### config.mk
export PLATFORM = sky130hd
export DESIGN_NAME = div_result_bcd
export DESIGN_NICKNAME = d
export VERILOG_FILES = /design/src/rtl/div_pkg.sv /design/src/rtl/bcd_add3.sv /design/src/rtl/div_result_bcd.sv
export SDC_FILE = /design/constraint.sdc
export NUM_CORES = 1
export LEC_CHECK = 0
export BUFFER_PORTS_ARGS = -buffer_cell sky130_fd_sc_hd__buf_2
export CAP_MARGIN = 15
export CORE_MARGIN = 2
export CORE_UTILIZATION = 59
export DETAILED_ROUTE_END_ITERATION = 16
export GPL_ROUTABILITY_DRIVEN = 0
export HOLD_SLACK_MARGIN = 0.02
export PLACE_DENSITY = 0.77
export SYNTH_ARGS = -nofsm -noshare
export SYNTH_HDL_FRONTEND = slang
export SYNTH_SLANG_ARGS = --single-unit
### constraint.sdc
create_clock -name CLK -period 2.45 [get_ports CLK]
set_clock_uncertainty 0.1 [all_clocks]
set_input_delay 0.49 -clock CLK [delete_from_list [all_inputs] [get_ports CLK]]
set_output_delay 0.49 -clock CLK [all_outputs]
set_load 0.05 [all_outputs]
### src/rtl/div_pkg.sv
// rtl/div_pkg.sv - shared types and helpers for the divider result path
package div_pkg;

  typedef logic [3:0] bcd_digit_t;

  typedef enum logic [1:0] {
    BCD_IDLE  = 2'd0,
    BCD_ADJ   = 2'd1,
    BCD_SHIFT = 2'd2,
    BCD_FIN   = 2'd3
  } bcd_state_t;

  // Display driver code for an unlit digit position
  localparam bcd_digit_t BCD_BLANK = 4'hF;

  // Smallest digit count n with 10^n > 2^width, using floor(width*log10(2))+1;
  // a power of two is never a power of ten, so the floor form is exact
  function automatic int ndig_for(input int width);
    return ((width * 30103) / 100000) + 1;
  endfunction

endpackage

### src/rtl/bcd_add3.sv
// rtl/bcd_add3.sv - double-dabble digit correction, +3 when the digit is 5 or more
import div_pkg::*;

module bcd_add3 (
  input  bcd_digit_t din,
  output bcd_digit_t dout
);

  // Correct a digit before the next shift so it carries into the next decade
  always_comb begin
    dout = (din >= 4'd5) ? din + 4'd3 : din;
  end

endmodule

### src/rtl/div_result_bcd.sv
// rtl/div_result_bcd.sv - signed binary to packed BCD converter; BCD_LEADING_ZERO_BLANK_EN blanks leading zeros
import div_pkg::*;

module div_result_bcd #(
  parameter int tamanyo   = 32,
  parameter int NDIG      = ndig_for(tamanyo),
  parameter int SIGNED_IN = 1
) (
  input  logic                CLK,
  input  logic                RSTa,
  input  logic                Start,
  input  logic [tamanyo-1:0]  Bin,
  output logic                Neg,
  output logic [4*NDIG-1:0]   Digits,
  output logic                Busy,
  output logic                Done
);

  localparam int CNTW = $clog2(tamanyo);

  bcd_state_t              state;
  bcd_state_t              state_nx;
  logic [tamanyo-1:0]      mag;
  logic [4*NDIG-1:0]       bcd;
  logic [4*NDIG-1:0]       bcd_adj;
  logic [4*NDIG-1:0]       digits_fmt;
  logic [CNTW-1:0]         cnt;
  logic                    neg_int;

  // One corrector per digit; all digits are adjusted in the same cycle
  genvar g;
  generate
    for (g = 0; g < NDIG; g++) begin : g_add3
      bcd_add3 u_add3 (
        .din  (bcd[4*g +: 4]),
        .dout (bcd_adj[4*g +: 4])
      );
    end
  endgenerate

  // State register
  always_ff @(posedge CLK or negedge RSTa) begin
    if (!RSTa) state <= BCD_IDLE;
    else       state <= state_nx;
  end

  // Next-state: one adjust plus one shift per input bit, then a single finish cycle
  always_comb begin
    state_nx = state;
    case (state)
      BCD_IDLE:  if (Start) state_nx = BCD_ADJ;
      BCD_ADJ:   state_nx = BCD_SHIFT;
      BCD_SHIFT: state_nx = (cnt == '0) ? BCD_FIN : BCD_ADJ;
      BCD_FIN:   state_nx = BCD_IDLE;
      default:   state_nx = BCD_IDLE;
    endcase
  end

  // Outputs decoded from state
  always_comb begin
    Busy = (state != BCD_IDLE);
  end

  // Conversion datapath: capture magnitude, adjust, shift
  always_ff @(posedge CLK or negedge RSTa) begin
    if (!RSTa) begin
      mag     <= '0;
      bcd     <= '0;
      cnt     <= '0;
      neg_int <= 1'b0;
    end else begin
      case (state)
        BCD_IDLE: begin
          if (Start) begin
            // ~Bin+1 kept at tamanyo bits so the most negative value maps to 2^(tamanyo-1)
            neg_int <= (SIGNED_IN != 0) && Bin[tamanyo-1];
            mag     <= ((SIGNED_IN != 0) && Bin[tamanyo-1]) ? (~Bin + 1'b1) : Bin;
            bcd     <= '0;
            cnt     <= CNTW'(tamanyo - 1);
          end
        end
        BCD_ADJ: bcd <= bcd_adj;
        BCD_SHIFT: begin
          {bcd, mag} <= {bcd[4*NDIG-2:0], mag, 1'b0};
          cnt        <= cnt - 1'b1;
        end
        default: ;
      endcase
    end
  end

  // Final digit formatting, optionally replacing leading zeros with the blank code
  always_comb begin
    digits_fmt = bcd;
`ifdef BCD_LEADING_ZERO_BLANK_EN
    begin : blank_scan
      logic seen;
      seen = 1'b0;
      for (int i = NDIG - 1; i >= 1; i--) begin
        if (bcd[4*i +: 4] != 4'd0) seen = 1'b1;
        else if (!seen)            digits_fmt[4*i +: 4] = BCD_BLANK;
      end
    end
`endif
  end

  // Result registers only change at FIN so the display never sees partial values
  always_ff @(posedge CLK or negedge RSTa) begin
    if (!RSTa) begin
      Neg    <= 1'b0;
      Digits <= '0;
      Done   <= 1'b0;
    end else begin
      Done <= (state == BCD_FIN);
      if (state == BCD_FIN) begin
        Neg    <= neg_int;
        Digits <= digits_fmt;
      end
    end
  end

endmodule

==> metrics.txt <==
Yosys top cell by area=dfrtp_1; Crit. End Element=flip-flop; Skew-Pair Late Insertion Delay=a little over 0.4 ns; mux cell area share after synthesis=8.39%; critical-path maximum fanout=16; Leakage=3.65 nW; Routed Antenna Nets=0; post-synthesis xor/xnor area fraction=~4.2%; I/O Buffers=just under 80; Core Util, Final=between 70% and 80%; Congestion Overflow GR=0; Vias/cell=~6.1; worst path arrival time=between 2 and 2.5 ns; most frequent cells in the layout=dfrtp_1, o21ai_0, buf_2, nand2_1, inv_1; clock buffer count from CTS=17; most common cell after layout, fill and taps aside=dfrtp_1; antenna violations before repair=0; number of flops mapped to enable cells by yosys=0; die width=between 100 and 150 um; crit path time final=roughly 2.3 ns; Nets=approximately 850; Yosys cell types=47; Net Sw Power=around 4.6 mW; Die Area=between 0.01 and 0.015 sq mm; share of cells above drive strength 1=between 20 and 30%; core area=0.0110 sq mm; worst reg2reg path startpoint=state[1]; synthesized instance count=around 700; area delta synth->final=18.6%; synthesized area=0.00673 sq mm; Pins Over Slew Limit=0; Hold Vio Cnt, Final=0; io pins=just under 80; worst path required time=2.68 ns; Inserted Diodes=0; Mapped Avg Cell Area=9.65 sq um; PwrDens=~1300 mW/mm^2; Final setup viols=0; Final period util=between 90% and 100%; main combinational cell family by area after synthesis=compound AO/OA/AOI/OAI gates; worst setup path end=bcd[16]; WS Path Type=flip-flop to flip-flop; synthesized-area fraction occupied by adder cells=approximately 5%; Async SR Flop Fraction=100%; first-pass GRT wire length=26.0 mm; grt met2 use=approximately 42%; Synth Area in Compound Gates=between 20% and 30%; Comb pwr share=between 40 and 50%; Reg power frac=a little under a third; detailed router's first-iteration violation count=455; first-pass iteration count of the detailed router=5; DRC=0; vias in the first global route=around 5,600; Final HPWL DP=roughly 11 mm; worst slew pin tran=0.615 ns; Max-slew headroom=59.0%; area share of the leading cell type in the synthesized netlist=45.4%; Sw Share=a little over two fifths; worst min path class=input port to flip-flop; Top Usage Layer GRT=met2; status=complete, no violations; H-tree Lvls=4; CTS clk-pin slew, worst paths=about 0.060 ns; Max-Cap Viols=0; R2R depth=8; Clock Sink Count=about 120; setup TNS=0 ns; Synth area leaders=dfrtp_1, mux2_2, o21ai_0; Clock Tree Buf Depth=2; unrepaired setup endpoints after global routing=no; Most used DFF post-synth=dfrtp_1; FF-to-FF setup slack=0.19 ns; final WL=15.5 mm; Root Driver=clkbuf_16; Yosys reg bits=between 100 and 150; Initial Util=61.2%; Synthesized Nets=roughly 760; Synth Area in Simple Gates=between 10% and 20%; met3 Track Usage GR=around 5.4%; Post CTS Setup Buffer Count=0; overall global routing resource usage=between 20% and 30%; clock network fraction of total power=between 20% and 30%; FMAX=~440 MHz; reg-to-reg endpoint=bcd[16]; Vias=around 5,700; Die H=111 um; FP Rows=38; sequential area share after synthesis=between 40% and 50%; largest net degree at the start of global routing=43; Synthesis Warnings=0; Critical Path Start=state[1]; met1 GRT Util=between 30% and 40%; placed inst area=between 0.007 and 0.008 sq mm; final instance area=around 0.008 sq mm; Worst VDD drop=about 0.0008 V; CTS tree=built; Internal=around 6 mW; startpoint types=flip-flop; routed length per instance=about 17 um
## routing by layer
metal | vias up | wire [um]
met4 | 0 | 208
met1 | 2777 | 6640
met2 | 239 | 7750
met3 | 23 | 937
li1 | 2664 | -
met5 | - | 0
## cells in the mapped netlist, drive strengths merged (8+ instances only)
cell type,n
a21oi,38
a22oi,17
a32oi,15
clkbuf,33
dfrtp,122
ha,27
inv,57
mux2,43
mux2i,8
nand2,59
nand3,9
nand3b,9
nor2,23
o21ai,86
o22ai,17
o31ai,16
or2,12
xnor2,11
xor2,21
## metrics by stage
step	power [mW]	hold slack [ns]	setup slack, ns	std cells
after CTS	10.6	0.287	0.204	937
after global routing	11.2	0.295	0.0443	937
after floorplan	6.73	0.0944	0.255	697
after global placement	7.84	0.355	0.114	904
after detailed placement	8.10	0.372	0.0524	904
final	10.6	0.288	0.187	937
## power groups by stage
stage                     Combinational, mW  Sequential [mW]  Clock, mW
after detailed placement               4.89             3.22          0
after global routing                   5.39             3.29       2.54
after CTS                              4.94             3.19       2.46
after floorplan                        2.88             3.85          0
final                                  4.97             3.20       2.45
after global placement                 4.68             3.17          0
## cells by family (layout without fill, tap and decap cells)
group                      count (synthesis)  in the layout
muxes                                     51             51
DFF                                      122            122
buffers and inverters                     94            194
xor gates and xnor gates                  32             32
and+or+nand+nor                          149            149
AOI/OAI and AO/OA                        222            222
adders and majority gates                 27             27
## sequential cells by signal (all words and copies together), names as in the netlist
register and flops:
Digits 40, Done 1, Neg 1, bcd 40, cnt 5, mag 32
neg_int 1, state 2
## worst min path at each step
stage	startpoint	endpoint	slack [ns]	cells past startpoint
2_1_floorplan	RSTa	Digits[0]	0.09	0
3_3_place_gp	mag[10]	mag[10]	0.36	2
3_5_place_dp	mag[10]	mag[10]	0.37	2
4_1_cts	Bin[0]	mag[0]	0.29	3
5_1_grt	Bin[0]	mag[0]	0.29	3
6_report	Bin[0]	mag[0]	0.29	3
## worst max-delay path, cell delays in order, from the launching register on
cell and delay [ns]:
dfrtp_1 0.43, inv_1 0.11, ha_1 0.26, nand2b_1 0.20, nand2b_1 0.10, buf_4 0.21
a31o_2 0.28, or2_2 0.30, o21ai_0 0.18
## layout make-up
class,instances,area [sq um]
Clock inverter,12,124
Multi-Input combinational cell,481,3330
Timing Repair Buffer,105,626
Clock buffer,20,457
Tap cell,140,175
Inverter,57,214
Sequential cell,122,3050
Fill cell,770,3010
## what timing repair did
item | 4_1_cts | 5_1_grt
hold endpoints to repair | 36 | 0
hold buffers | 1 | 0
gates resized for setup | 0 | 0
(Power assumes the default switching activity.)
